[config.mk]
export PLATFORM = sky130hd
export DESIGN_NAME = instr_mem_sync_flat
export DESIGN_NICKNAME = d
export VERILOG_FILES = /design/src/rtl/instr_mem_sync_pkg.sv /design/src/rtl/instr_mem_sync_if.sv /design/src/rtl/instr_mem_sync_fetch_q.sv /design/src/rtl/instr_mem_sync.sv /design/src/flat_wrapper.sv
export SDC_FILE = /design/constraint.sdc
export NUM_CORES = 1
export LEC_CHECK = 0
export BUFFER_PORTS_ARGS = -buffer_cell sky130_fd_sc_hd__buf_2
export CAP_MARGIN = 0
export CORE_MARGIN = 4
export CORE_UTILIZATION = 55
export CTS_CLUSTER_DIAMETER = 80
export DETAILED_ROUTE_END_ITERATION = 6
export PLACE_DENSITY = 0.74
export SLEW_MARGIN = 0
export SYNTH_ARGS = -nofsm -noshare
export SYNTH_HDL_FRONTEND = slang
export SYNTH_SLANG_ARGS = --single-unit
export TNS_END_PERCENT = 100
[constraint.sdc]
create_clock -name clk -period 3.51 [get_ports clk]
set_input_delay 0.351 -clock clk [delete_from_list [all_inputs] [get_ports clk]]
set_output_delay 0.351 -clock clk [all_outputs]
set_load 0.03 [all_outputs]
[src/rtl/instr_mem_sync_pkg.sv]
// Shared types for the synchronous instruction memory: fault codes, the NOP word
// and the reference layout of one fetched entry.
package instr_mem_pkg;

    localparam int IMEM_DATA_W = 16;
    localparam int IMEM_ADDR_W = 16;

    typedef enum logic [1:0] {
        FLT_NONE  = 2'd0,
        FLT_RANGE = 2'd1,
        FLT_ALIGN = 2'd2
    } fault_e;

    localparam logic [IMEM_DATA_W-1:0] NOP_INSTR = '0;

    typedef struct packed {
        logic [IMEM_DATA_W-1:0] instr;
        logic [IMEM_ADDR_W-1:0] pc;
        fault_e                 fault;
    } fetch_entry_t;

endpackage

[src/rtl/instr_mem_sync_if.sv]
// Fetch, delivery and program-load signals between the fetch stage (master)
// and the instruction memory (slave).
interface instr_mem_sync_if
    import instr_mem_pkg::*;
#(
    parameter int DATA_W = 16,
    parameter int ADDR_W = 16,
    parameter int DEPTH  = 16
);
    localparam int AW = $clog2(DEPTH);

    logic              fetch_req;
    logic [ADDR_W-1:0] fetch_pc;
    logic              fetch_ready;
    logic              flush;
    logic              instr_valid;
    logic              instr_ready;
    logic [DATA_W-1:0] instr;
    logic [ADDR_W-1:0] instr_pc;
    fault_e            instr_fault;
    logic              prog_we;
    logic [AW-1:0]     prog_addr;
    logic [DATA_W-1:0] prog_data;

    modport master (
        output fetch_req, fetch_pc, flush, instr_ready, prog_we, prog_addr, prog_data,
        input  fetch_ready, instr_valid, instr, instr_pc, instr_fault
    );

    modport slave (
        input  fetch_req, fetch_pc, flush, instr_ready, prog_we, prog_addr, prog_data,
        output fetch_ready, instr_valid, instr, instr_pc, instr_fault
    );

endinterface

[src/rtl/instr_mem_sync_fetch_q.sv]
// Two-entry output FIFO for fetched instructions. slot0 is always the head, so the
// head is a plain register and holds steady while the consumer stalls.
module instr_fetch_q
    import instr_mem_pkg::*;
#(
    parameter type entry_t = fetch_entry_t
) (
    input  logic       clk,
    input  logic       rst_n,
    input  logic       flush,
    input  logic       push,
    input  entry_t     push_data,
    input  logic       pop,
    output entry_t     head,
    output logic [1:0] count
);

    entry_t slot0;
    entry_t slot1;

    // NOTE: sequential state uses non-blocking assignments so every register samples pre-edge values.
    always_ff @(posedge clk or negedge rst_n) begin
        if (!rst_n) begin
            slot0 <= '0;
            slot1 <= '0;
            count <= 2'd0;
        end else if (flush) begin
            count <= 2'd0;
        end else begin
            unique case ({push, pop})
                2'b10: begin
                    if (count == 2'd0) slot0 <= push_data;
                    else               slot1 <= push_data;
                    count <= count + 2'd1;
                end
                2'b01: begin
                    slot0 <= slot1;
                    count <= count - 2'd1;
                end
                2'b11: begin
                    // Simultaneous push/pop: occupancy is unchanged, contents shift.
                    if (count == 2'd1) begin
                        slot0 <= push_data;
                    end else begin
                        slot0 <= slot1;
                        slot1 <= push_data;
                    end
                end
                default: ;
            endcase
        end
    end

    assign head = slot0;

endmodule

[src/rtl/instr_mem_sync.sv]
// Synchronous instruction memory with fetch handshake: registered read (S1), two-entry
// output queue with S1 bypass for 1-cycle latency, flush, and PC fault reporting.
module instr_mem_sync
    import instr_mem_pkg::*;
#(
    parameter int    DATA_W    = 16,
    parameter int    ADDR_W    = 16,
    parameter int    DEPTH     = 16,
    parameter string INIT_FILE = ""
) (
    input logic              clk,
    input logic              rst_n,
    instr_mem_sync_if.slave  bus
);

    localparam int                AW         = $clog2(DEPTH);
    localparam int                OFF        = $clog2(DATA_W / 8);
    localparam logic [ADDR_W-1:0] ALIGN_MASK = ADDR_W'((DATA_W / 8) - 1);
    localparam logic [63:0]       MEM_BYTES  = 64'(DEPTH) * 64'(DATA_W / 8);

    // Entry layout sized to this instance rather than the package defaults.
    typedef struct packed {
        logic [DATA_W-1:0] instr;
        logic [ADDR_W-1:0] pc;
        fault_e            fault;
    } q_entry_t;

    logic [DATA_W-1:0] mem [DEPTH];

    initial begin
        for (int i = 0; i < DEPTH; i++) mem[i] = DATA_W'(NOP_INSTR);
    end

    // NOTE: the array has no reset branch; program contents survive rst_n, only writes under reset are dropped.
    always_ff @(posedge clk) begin
        if (bus.prog_we && rst_n) mem[bus.prog_addr] <= bus.prog_data;
    end

    fault_e        pc_fault;
    logic [AW-1:0] rd_idx;

    assign rd_idx = bus.fetch_pc[OFF +: AW];

    // NOTE: default assigned first so no path through this block leaves pc_fault unassigned (no latch).
    always_comb begin
        pc_fault = FLT_NONE;
        if ((bus.fetch_pc & ALIGN_MASK) != '0)       pc_fault = FLT_ALIGN;
        else if (64'(bus.fetch_pc) >= MEM_BYTES)     pc_fault = FLT_RANGE;
    end

    q_entry_t   s1;
    logic       s1_valid;
    q_entry_t   q_head;
    logic [1:0] q_count;
    logic       head_from_q;
    logic       fetch_ready;
    logic       accept;
    logic       pop;
    logic       q_push;
    logic       q_pop;
    q_entry_t   out_entry;

    // Outstanding fetches (queued + in S1) never exceed the queue depth.
    assign fetch_ready = !bus.flush && ((q_count + {1'b0, s1_valid}) < 2'd2);
    assign accept      = bus.fetch_req && fetch_ready;

    always_ff @(posedge clk or negedge rst_n) begin
        if (!rst_n) begin
            s1_valid <= 1'b0;
            s1       <= '0;
        end else begin
            s1_valid <= accept;
            if (accept) begin
                s1.instr <= (pc_fault == FLT_NONE) ? mem[rd_idx] : DATA_W'(NOP_INSTR);
                s1.pc    <= bus.fetch_pc;
                s1.fault <= pc_fault;
            end
        end
    end

    // S1 is presented directly when the queue is empty; otherwise it drains into the queue.
    assign head_from_q = (q_count != 2'd0);
    assign out_entry   = head_from_q ? q_head : s1;
    assign pop         = bus.instr_valid && bus.instr_ready;
    assign q_pop       = pop && head_from_q;
    assign q_push      = s1_valid && !(pop && !head_from_q);

    instr_fetch_q #(
        .entry_t (q_entry_t)
    ) u_fetch_q (
        .clk       (clk),
        .rst_n     (rst_n),
        .flush     (bus.flush),
        .push      (q_push),
        .push_data (s1),
        .pop       (q_pop),
        .head      (q_head),
        .count     (q_count)
    );

    assign bus.fetch_ready = fetch_ready;
    assign bus.instr_valid = head_from_q || s1_valid;
    assign bus.instr       = out_entry.instr;
    assign bus.instr_pc    = out_entry.pc;
    assign bus.instr_fault = out_entry.fault;

endmodule

[src/flat_wrapper.sv]
// flat-port wrapper written by rule: the top's interface ports become plain ports
module instr_mem_sync_flat import instr_mem_pkg::*;
#(
    parameter int    DATA_W    = 16,
    parameter int    ADDR_W    = 16,
    parameter int    DEPTH     = 16,
    parameter string INIT_FILE = ""
)
  (clk, rst_n, bus_fetch_req, bus_fetch_pc, bus_flush, bus_instr_ready, bus_prog_we, bus_prog_addr, bus_prog_data, bus_fetch_ready, bus_instr_valid, bus_instr, bus_instr_pc, bus_instr_fault);
  instr_mem_sync_if #(.DATA_W(DATA_W), .ADDR_W(ADDR_W), .DEPTH(DEPTH)) bus_i ();
  input logic clk;
  input logic rst_n;
  input wire logic [$bits(bus_i.fetch_req)-1:0] bus_fetch_req;
  input wire logic [$bits(bus_i.fetch_pc)-1:0] bus_fetch_pc;
  input wire logic [$bits(bus_i.flush)-1:0] bus_flush;
  input wire logic [$bits(bus_i.instr_ready)-1:0] bus_instr_ready;
  input wire logic [$bits(bus_i.prog_we)-1:0] bus_prog_we;
  input wire logic [$bits(bus_i.prog_addr)-1:0] bus_prog_addr;
  input wire logic [$bits(bus_i.prog_data)-1:0] bus_prog_data;
  output wire logic [$bits(bus_i.fetch_ready)-1:0] bus_fetch_ready;
  output wire logic [$bits(bus_i.instr_valid)-1:0] bus_instr_valid;
  output wire logic [$bits(bus_i.instr)-1:0] bus_instr;
  output wire logic [$bits(bus_i.instr_pc)-1:0] bus_instr_pc;
  output wire logic [$bits(bus_i.instr_fault)-1:0] bus_instr_fault;
  assign bus_i.fetch_req = bus_fetch_req;
  assign bus_i.fetch_pc = bus_fetch_pc;
  assign bus_i.flush = bus_flush;
  assign bus_i.instr_ready = bus_instr_ready;
  assign bus_i.prog_we = bus_prog_we;
  assign bus_i.prog_addr = bus_prog_addr;
  assign bus_i.prog_data = bus_prog_data;
  assign bus_fetch_ready = bus_i.fetch_ready;
  assign bus_instr_valid = bus_i.instr_valid;
  assign bus_instr = bus_i.instr;
  assign bus_instr_pc = bus_i.instr_pc;
  assign bus_instr_fault = bus_i.instr_fault;
  instr_mem_sync #(.DATA_W(DATA_W), .ADDR_W(ADDR_W), .DEPTH(DEPTH), .INIT_FILE(INIT_FILE)) u_core (.clk(clk), .rst_n(rst_n), .bus(bus_i));
endmodule
After elaboration in Yosys (flattened, before gate mapping)
Memories as Yosys holds them, arrays and structs flattened.
Index checks and enable logic that the tools add are counted.
{"block": "totals", "register_bits": 105, "mem_bits_rw": 256, "input_bits": 42, "output_inout_bits": 36, "elab_cells": 58, "mem_count": 1}
{"memory": "u_core.mem", "words": 16, "width": 16, "read_ports": 1, "rd_clocked_by_memory_dff": 0, "write_ports": 1, "line": "instr_mem_sync.sv:28", "text": "logic [DATA_W-1:0] mem [DEPTH];"}
{"block": "classes", "add_sub_neg": 3, "order_cmp": 2, "n_eq_ne": 7, "mux": 14, "bitwise": 1, "n_reduce_logical": 19}
{"op": "2-to-1 mux 34 bit", "n": 5}
{"op": "one-hot mux 34 bit (3 select lines)", "n": 1}
{"op": "one-hot mux 34 bit (2 select lines)", "n": 1}
{"op": "greater-or-equal comparator 16 x 6 -> 1 bit, second input constant", "n": 1}
{"op": "2-to-1 mux 16 bit", "n": 1}
{"op": "logical AND 1 bit", "n": 7}
{"op": "inequality test 2 bit, second input constant", "n": 3}
{"op": "nonzero test 3 bit", "n": 2}
{"op": "== test 2 x 1 -> 1 bit, second input constant", "n": 2}
{"op": "== test 2 bit, second input constant", "n": 2}
{"op": "logical NOT 2 bit", "n": 2}
{"op": "2-to-1 mux 2 bit", "n": 2}
{"op": "one-hot mux 2 bit (2 select lines)", "n": 1}
{"op": "AND reduction 4 bit", "n": 1}
{"op": "nonzero test 2 bit", "n": 2}
{"op": "logical NOT 1 bit", "n": 3}
{"op": "2-to-1 mux 1 bit", "n": 3}
{"op": "AND reduction 3 bit", "n": 1}
{"op": "adder 2 x 1 -> 2 bit", "n": 1}
{"op": "adder 2 x 1 -> 2 bit, second input constant", "n": 1}
{"op": "less-than comparator 2 bit, second input constant", "n": 1}
{"op": "subtractor 2 x 1 -> 2 bit, second input constant", "n": 1}
{"op": "logical OR 1 bit", "n": 1}
{"op": "inverter 1 bit", "n": 1}

Logic depth before layout (Yosys ltp)
Gate-level depths: netlist of the first run.
{"block": "depth", "ltp_word": 9, "depth_mapped": 9, "depth_no_buf": 6}

Hierarchy
A second synthesis of the first run with hierarchy kept.
{"block": "hier_totals", "hier_cells": 759, "hier_area_um2": 14846.7}
{"module": "instr_mem_sync", "n_inst": 1, "cells_each": 559, "area_per_inst_um2": 11594.9, "seq_area_each_um2": 8538.2}
{"module": "instr_fetch_q", "n_inst": 1, "cells_each": 200, "area_per_inst_um2": 3251.9, "seq_area_each_um2": 1751.7}

Worst setup path before layout of the first run
OpenSTA, ideal clock, no wires.
{"block": "synth_timing", "path_kind": "in2reg", "from": "input port bus_prog_addr[2]", "to": "memory u_core.mem[0][0] (enable)", "setup_ns": 0.409, "t_arrival_ns": 1.917, "path_slack_ns": 1.184, "stages": 2, "n_path_buf": 0, "cell_sequence": "or3_1 > nor3_1"}
{"item": "start: declaration", "line": "flat_wrapper.sv:18", "text": "input wire logic [$bits(bus_i.prog_addr)-1:0] bus_prog_addr;"}
{"item": "end: declaration", "line": "instr_mem_sync.sv:28"}
Straight into the memory's write port.

Worst setup path after layout of the first run
{"block": "layout_timing", "from": "register u_core.u_fetch_q.count[1]", "to": "output port bus_instr_pc[0]"}
{"block": "layout_via", "elab_chain_cells": 2}
{"item": "start: declaration", "line": "instr_mem_sync_fetch_q.sv:15", "text": "output logic [1:0] count"}
{"item": "start signal: assignment", "line": "instr_mem_sync_fetch_q.sv:34", "text": "count <= count + 2'd1;"}
{"item": "start signal: assignment", "line": "instr_mem_sync_fetch_q.sv:38", "text": "count <= count - 2'd1;"}
{"item": "nonzero test 2 bit", "line": "instr_mem_sync.sv:82", "text": "assign head_from_q = (q_count != 2'd0);"}
{"item": "2-to-1 mux 34 bit", "line": "instr_mem_sync.sv:83", "text": "assign out_entry = head_from_q ? q_head : s1;"}
{"item": "end: declaration", "line": "flat_wrapper.sv:23", "text": "output wire logic [$bits(bus_i.instr_pc)-1:0] bus_instr_pc;"}
No other way between the ends.

==> metrics.txt, run 1 <==
Slew Limit Fails=0; Worst Tran Pin Value=0.9659 ns; post-route cell area=16530 sq um; worst setup path category=reg -> out; # nets final=930; clk_lat worst skew=0.51 ns; DRC viols=0; initial antenna violation count=0; Crit path max-delay family=buffers and inverters; cts hold-fix bufs=1; DR iter-0 viols=724; clk sinks=358; max-cap viol count=0; Fin. Hold Viols=0; PD cells=648.9 nW/um^2; crit end category=output port; core box area=25980 sq um; Placed Area=15300 sq um; asr flop ratio synth=28.49%; FF+latch count, synth=358; vias in the first global route=7655; cell count after synthesis=787; Main synth FF type=edfxtp_1; WP data arrival=2.18 ns; slowest cell on the critical path=dfrtp_1; Avg Cell Area, Syn=18.40 sq um; Crit Path Max Fanout=24; port buffer count=77; critical path's largest stage delay=0.43 ns; most common cell in the synthesized netlist=edfxtp_1; leakage power=0.006306 uW; post-route ant nets=0; total number of vias=7384; Die Span Y=170.3 um; post-cts sizing count=0; Slew HR=35.61%; antenna diode count=0; Worst setup SP type=flop; Area Growth Syn to Fin=14.18%; first-pass GRT wire length=44.86 mm; RSZ-0062 raised after global routing=false; skew final=0.01288 ns; top post-synthesis cells by count=edfxtp_1, dfrtp_1, mux4_2; # rows=59; Multi-input gate area=3984 sq um; outcome=finished, final reports clean; CTS tree=built; Starting Density=55.72%; Placer Congestion=0.7484; clock transition at the registers of the reported paths=0.06 ns; Post-synth EDFFs=256; CTS max path bufs=3; Register-to-Register Path Depth=8; Die Span X=170.3 um; top-area cell type share of the netlist area=53.09%; CP cell instances=inv_1, ha_1, buf_4, mux2_2, buf_2; Post-DP HPWL=16.92 mm; largest net degree at the start of global routing=67; WHS Path Cells=2; flip-flop and latch area=10240 sq um; H-tree levels=2; post-layout minimum cycle time=2.530 ns; Total GRT Usage=20.22%; Final Cycle Share=72.09%; Num CTS Buffers=38; die area=28990 sq um; Worst Path Buf+Inv=3; WP depth=5; CTS root buffer=clkbuf_16; cell accounting for the most synthesized area=edfxtp_1; Synth Net Count=831; layout cells sized above 1=29.24%; grt total ovfl=0; # Post-CTS Setup Buffers=0; CP required=3.16 ns; sequential fraction of the synthesis area=70.72%; Worst Hold Class=in -> reg; setup tns final=0 ns; # fillers=1815; Routed WL=28.52 mm; WL/cell=22.85 um; final setup fails=0; post-synth cell types=42; Syn. warnings=0; drt via density=5.917; Max Freq=395.2 MHz; IO Count=78; drt first pass iters=5; synth top area cells=edfxtp_1, dfrtp_1, mux4_2; Mapped Area=14480 sq um; Worst IR Drop VDD=429.2 uV
==> per-stage QoR <==
step	power [uW]	cells	utilization (%)	hold WS (ns)	setup WS, ns
global route	11210	1248	63.62	0.05276	0.8911
global placement	6919	1180	58.89	0.2208	1.039
floorplan	6478	787	-	0.05541	1.184
detailed placement	6970	1180	58.89	0.2191	0.9910
CTS	10830	1248	63.62	0.05028	0.9594
finish	10730	1248	63.62	0.06493	0.9798
==> layout by cell type (no fill, tap or decap), types with 2 or more instances in the layout <==
cell and count:
ha_1 2, mux2_1 45, buf_12 3, clkinv_1 2, clkbuf_1 10, dfrtp_1 102, inv_1 3, nand2_1 19
bufinv_16 2, nor2b_1 15, mux4_2 59, nand2b_1 4, clkinv_2 5, a211oi_1 2, a211o_1 15, buf_2 75
mux4_1 5, a32o_1 15, clkbuf_8 7, buf_4 28, nor2_1 49, clkbuf_16 39, nor3_2 5, mux2i_1 53
nor4_1 2, a21oi_1 34, edfxtp_1 256, mux2_2 37
==> path summary, 6_finish.rpt <==
| check | slack (ns) | startpoint | endpoint |
|---|---|---|---|
| setup / recovery | 0.98 | u_core.u_fetch_q.count[1]$_DFFE_PN0P_ | bus_instr_pc[0] |
| setup reg to reg | 1.07 | u_core.u_fetch_q.count[1]$_DFFE_PN0P_ | u_core.u_fetch_q.head[15]$_DFFE_PN0P_ |
| min in group asynchronous | 0.24 | rst_n | u_core.s1[28]$_DFFE_PN0P_ |
| hold / removal | 0.06 | bus_fetch_pc[8] | u_core.s1[10]$_DFFE_PN0P_ |
| max in group asynchronous | 1.69 | rst_n | u_core.s1[18]$_DFFE_PN0P_ |
| hold reg to reg | 0.49 | u_core.u_fetch_q.slot1[27]$_DFFE_PN0P_ | u_core.u_fetch_q.slot1[27]$_DFFE_PN0P_ |
==> flip-flops by register name (all words and copies together) (netlist names) <==
name and flops:
u_core.mem 256, u_core.s1 33, u_core.s1_valid 1, u_core.u_fetch_q.count 2, u_core.u_fetch_q.head 33, u_core.u_fetch_q.slot1 33
==> layout make-up <==
| class | count | area share (%) |
|---|---|---|
| Clock inverter | 11 | 0.6584 |
| Timing Repair Buffer | 107 | 3.966 |
| Clock buffer | 56 | 6.713 |
| Sequential cell | 358 | 61.94 |
| Multi-Input combinational cell | 377 | 24.10 |
| Tap cell | 335 | 2.535 |
| Inverter | 4 | 0.09082 |
==> cells by family after synthesis <==
family / after synthesis / synth area share [%]
flops: 358 / 70.72
mux: 199 / 20.13
simple gates: 103 / 3.275
compound gates: 72 / 3.560
buf+inv: 52 / 2.082
fa+ha+maj: 2 / 0.1728
xor+xnor: 1 / 0.06050
==> where the power goes <==
| part | internal (uW) | leakage, uW | switching [uW] | total [uW] |
|---|---|---|---|---|
| clock network | 2330 | 0.000598 | 1530 | 3860 |
| logic | 709 | 0.00212 | 1030 | 1740 |
| registers | 4930 | 0.00358 | 205 | 5130 |
| total | 7970 | 0.00631 | 2760 | 10700 |
==> per-layer routing <==
layer	vias up	part of all wire (%)	track usage, %
met5	-	0	0
met4	0	1.8	5.069
met3	40	6.3	3.926
met2	243	47	31.52
met1	3798	45	30.05
li1	3303	-	-
==> worst register-to-register path, delay by kind of cell, from the launching register on <==
family	cells	cell delay (ns)
AO/OA/AOI/OAI	2	0.58
adder cells (fa/ha/maj)	1	0.19
buffers and inverters	3	0.58
flip-flops	1	0.43
multiplexers	1	0.23
AND/OR/NAND/NOR	1	0.28
Note: power is estimated with default switching activity, not from simulation.
==> run 2: changes to the inputs <==
ABC_AREA = 1   (was default)
PLACE_DENSITY = 0.77   (was 0.74)
clock period = 2.2 ns   (was 3.51 ns; I/O delays follow)
==> run 2 against run 1 <==
Effect of this change:
- the run now ends with setup timing left
- sequential share of layout area decreased by 1.8 points
- total power increased by 62%
- first-iteration DRC count increased by 59%
- global-route usage increased by 3.8 points
- register-to-register slack got worse by 0.84 ns
- cell area increased by 3.0%
- worst setup slack got worse by 0.99 ns
- final cell count increased by 48%
- routed wire length increased by 27%
- critical path depth unchanged
- critical endpoint is now bus_instr[2]
==> metrics.txt, run 2 <==
Worst IR Drop VDD=615.0 uV (+43%); H-tree levels=2 (unchanged); Worst Hold Class=in -> reg; Routed WL=36.20 mm (+27%); Final Cycle Share=100.6%; setup tns final=-0.01323 ns (-0.01323 ns); Register-to-Register Path Depth=10 (+2); initial antenna violation count=3 (+3); die area=29730 sq um (+2.6%); largest net degree at the start of global routing=129 (+93%); post-synthesis mux area share=0% (-20 points); CTS root buffer=clkbuf_16; Total GRT Usage=24.04% (+3.8 points); Hold Path Sink=u_core.mem[13][11]$_DFFE_PP_; Post-Layout Cell Count=1847 (+48%); CP required=1.98 ns (-1.18 ns); Avg Cell Area, Syn=10.64 sq um (-42%); final setup fails=1 (+1); post-synth cell types=31 (-26%); Placer Congestion=0.8061 (+7.7%); crit end category=output port; synth top area cells=edfxtp_1, dfrtp_1, nand2_1; drt via density=5.785 (-2.2%); cell count after synthesis=1397 (+78%); Crit path max-delay family=buffers and inverters; WL/cell=19.60 um (-14%); sequential fraction of the synthesis area=68.87% (-1.9 points); Multi-input gate area=3875 sq um (-2.7%); PD cells=1020 nW/um^2 (+57%); core box area=26350 sq um (+1.4%); slowest cell on the critical path=dfrtp_1; max reg flops=256 (unchanged); Die Span Y=172.4 um (+1.3%); most frequent cells in the layout=nand2_1, edfxtp_1, nand3_1, dfrtp_1, o21ai_1; clock transition at the registers of the reported paths=0.07 ns (about the same); Slew HR=39.02% (+3.4 points); Main synth FF type=edfxtp_1; IO Count=78 (unchanged); Num CTS Buffers=35 (-7.9%); Synth Net Count=1441 (+73%); DR iter-0 viols=1149 (+59%); asr flop ratio synth=28.49% (unchanged); grt total ovfl=0 (unchanged); post-layout minimum cycle time=2.213 ns; worst setup path category=reg -> out; drt first pass iters=5 (unchanged); total number of vias=10680 (+45%); outcome=complete, but fails checks; Worst Tran Pin Value=0.9147 ns (-0.05123 ns); DRC viols=0 (unchanged); Crit Path Max Fanout=17 (-29%); Max Freq=451.8 MHz; Worst setup SP type=flop; Inst Count DP=1768 (+50%); largest register by flop count=u_core.mem; CTS tree=built; skew final=0.01863 ns (+0.005751 ns); FF+latch count, synth=358 (unchanged); main combinational cell family by area after synthesis=simple AND/OR/NAND/NOR gates; cell accounting for the most synthesized area=edfxtp_1; failing checks=setup timing; CP cell instances=inv_1, ha_4, clkbuf_16, o21ai_0, buf_4; # fillers=1922 (+5.9%); adder and majority gate portion of the synthesized area=0.1683% (-0.0045 points); Hold Startpoint=bus_prog_data[11]; FF-to-FF Start=u_core.u_fetch_q.count[0]$_DFFE_PN0P_; critical path's largest stage delay=0.39 ns (-0.04 ns); simple-gate area share of the yosys netlist=19.13% (+16 points); top-area cell type share of the netlist area=51.70% (-1.4 points); clk_lat worst skew=0.52 ns (about the same); Starting Density=56.42% (+0.70 points); vias in the first global route=10410 (+36%); most common cell in the synthesized netlist=nand2_1; Slew Limit Fails=0 (unchanged); RSZ-0062 raised after global routing=true; Die Span X=172.4 um (+1.3%); flip-flop and latch area=10240 sq um (unchanged); first-pass GRT wire length=55.45 mm (+24%); top post-synthesis cells by count=nand2_1, edfxtp_1, nand3_1; Fin. Hold Viols=0 (unchanged); worst reg2reg path endpoint=u_core.u_fetch_q.head[13]$_DFFE_PN0P_; Area Growth Syn to Fin=14.47%; WP data arrival=1.99 ns (-0.19 ns); final setup margin=-0.01323 ns (-0.9930 ns); CTS max path bufs=3 (unchanged); # nets final=1528 (+64%); max-cap viol count=0 (unchanged); layout cells sized above 1=12.98% (-16 points); most common cell after layout, fill and taps aside=nand2_1; Worst Path Buf+Inv=3 (unchanged); Post-DP HPWL=20.58 mm (+22%); # rows=59 (unchanged); clk sinks=358 (unchanged); port buffer count=77 (unchanged); Mapped Area=14870 sq um (+2.7%); WHS Path Cells=1 (-1); Compound-Gate Fraction of Synth Area=6.404% (+2.8 points); hold slack=0.06741 ns (+0.002475 ns); Post-synth EDFFs=256 (unchanged); Syn. warnings=0 (unchanged); post-route ant nets=0 (unchanged); post-synthesis xor/xnor area fraction=0% (-0.060 points); leakage power=0.006815 uW (+8.1%); R2R Setup Slk=0.23 ns (-0.84 ns)
## run 2: how the worst max path moves through the flow
stage | from | to | slack, ns | depth (start not counted)
final | u_core.u_fetch_q.count[0]$_DFFE_PN0P_ | bus_instr[2] | -0.01 | 5
after global routing | u_core.u_fetch_q.count[0]$_DFFE_PN0P_ | bus_instr_pc[14] | -0.02 | 5
after CTS | u_core.u_fetch_q.count[1]$_DFFE_PN0P_ | bus_instr[12] | -0.01 | 6
after detailed placement | u_core.u_fetch_q.count[1]$_DFFE_PN0P_ | bus_instr[7] | 0.25 | 5
after global placement | u_core.u_fetch_q.count[1]$_DFFE_PN0P_ | bus_instr[7] | 0.30 | 5
after floorplan | u_core.u_fetch_q.count[0]$_DFFE_PN0P_ | bus_instr_pc[0] | 0.07 | 5
## run 2: power by group
group          internal [uW]  switching [uW]  total (uW)  leakage (uW)
clock                   3240            2440        5680      0.000536
combinational           1100            2460        3560       0.00264
sequential              7850             255        8110       0.00364
## run 2: layout make-up
class                   count  share of cell area, %
flip-flops and latches    358                  60.16
multi-input cells         856                  22.77
repair buffers            136                  6.043
clock buffers              47                  5.734
well taps                 335                  2.463
inverters                  97                  2.154
clock inverters            16                 0.6469
diodes                      2                0.02941
## run 2: metal layers
metal	share of wire, %	wire length [um]	global-route usage (%)
met1	40	14480	32.77
met2	48	17460	39.74
met3	9.4	3387	4.710
met4	2.4	858	7.040
met5	0.036	13	0
## run 2: metrics by stage
step	setup slack [ns]	util, %	instance area [sq um]	power [uW]
2_1_floorplan	0.06859	-	14870	10500
3_3_place_gp	0.3011	59.60	15710	11380
3_5_place_dp	0.2493	59.60	15710	11490
4_1_cts	-0.01008	64.29	16940	17190
5_1_grt	-0.02072	64.56	17020	18070
6_report	-0.01323	64.58	17020	17350
## run 2: what timing repair did
| item | in CTS | in global routing |
|---|---|---|
| gates cloned | 0 | 2 |
| endpoints found under the hold margin | 39 | 0 |
| hold buffers | 12 | 0 |
| setup buffers | 0 | 0 |
| setup endpoints to repair | 35 | 31 |
| resized for setup | 10 | 16 |
## run 2: cell families after synthesis
| group | after synthesis |
|---|---|
| simple gates | 666 |
| fa+ha+maj | 2 |
| flops | 358 |
| buf+inv | 183 |
| compound gates | 188 |
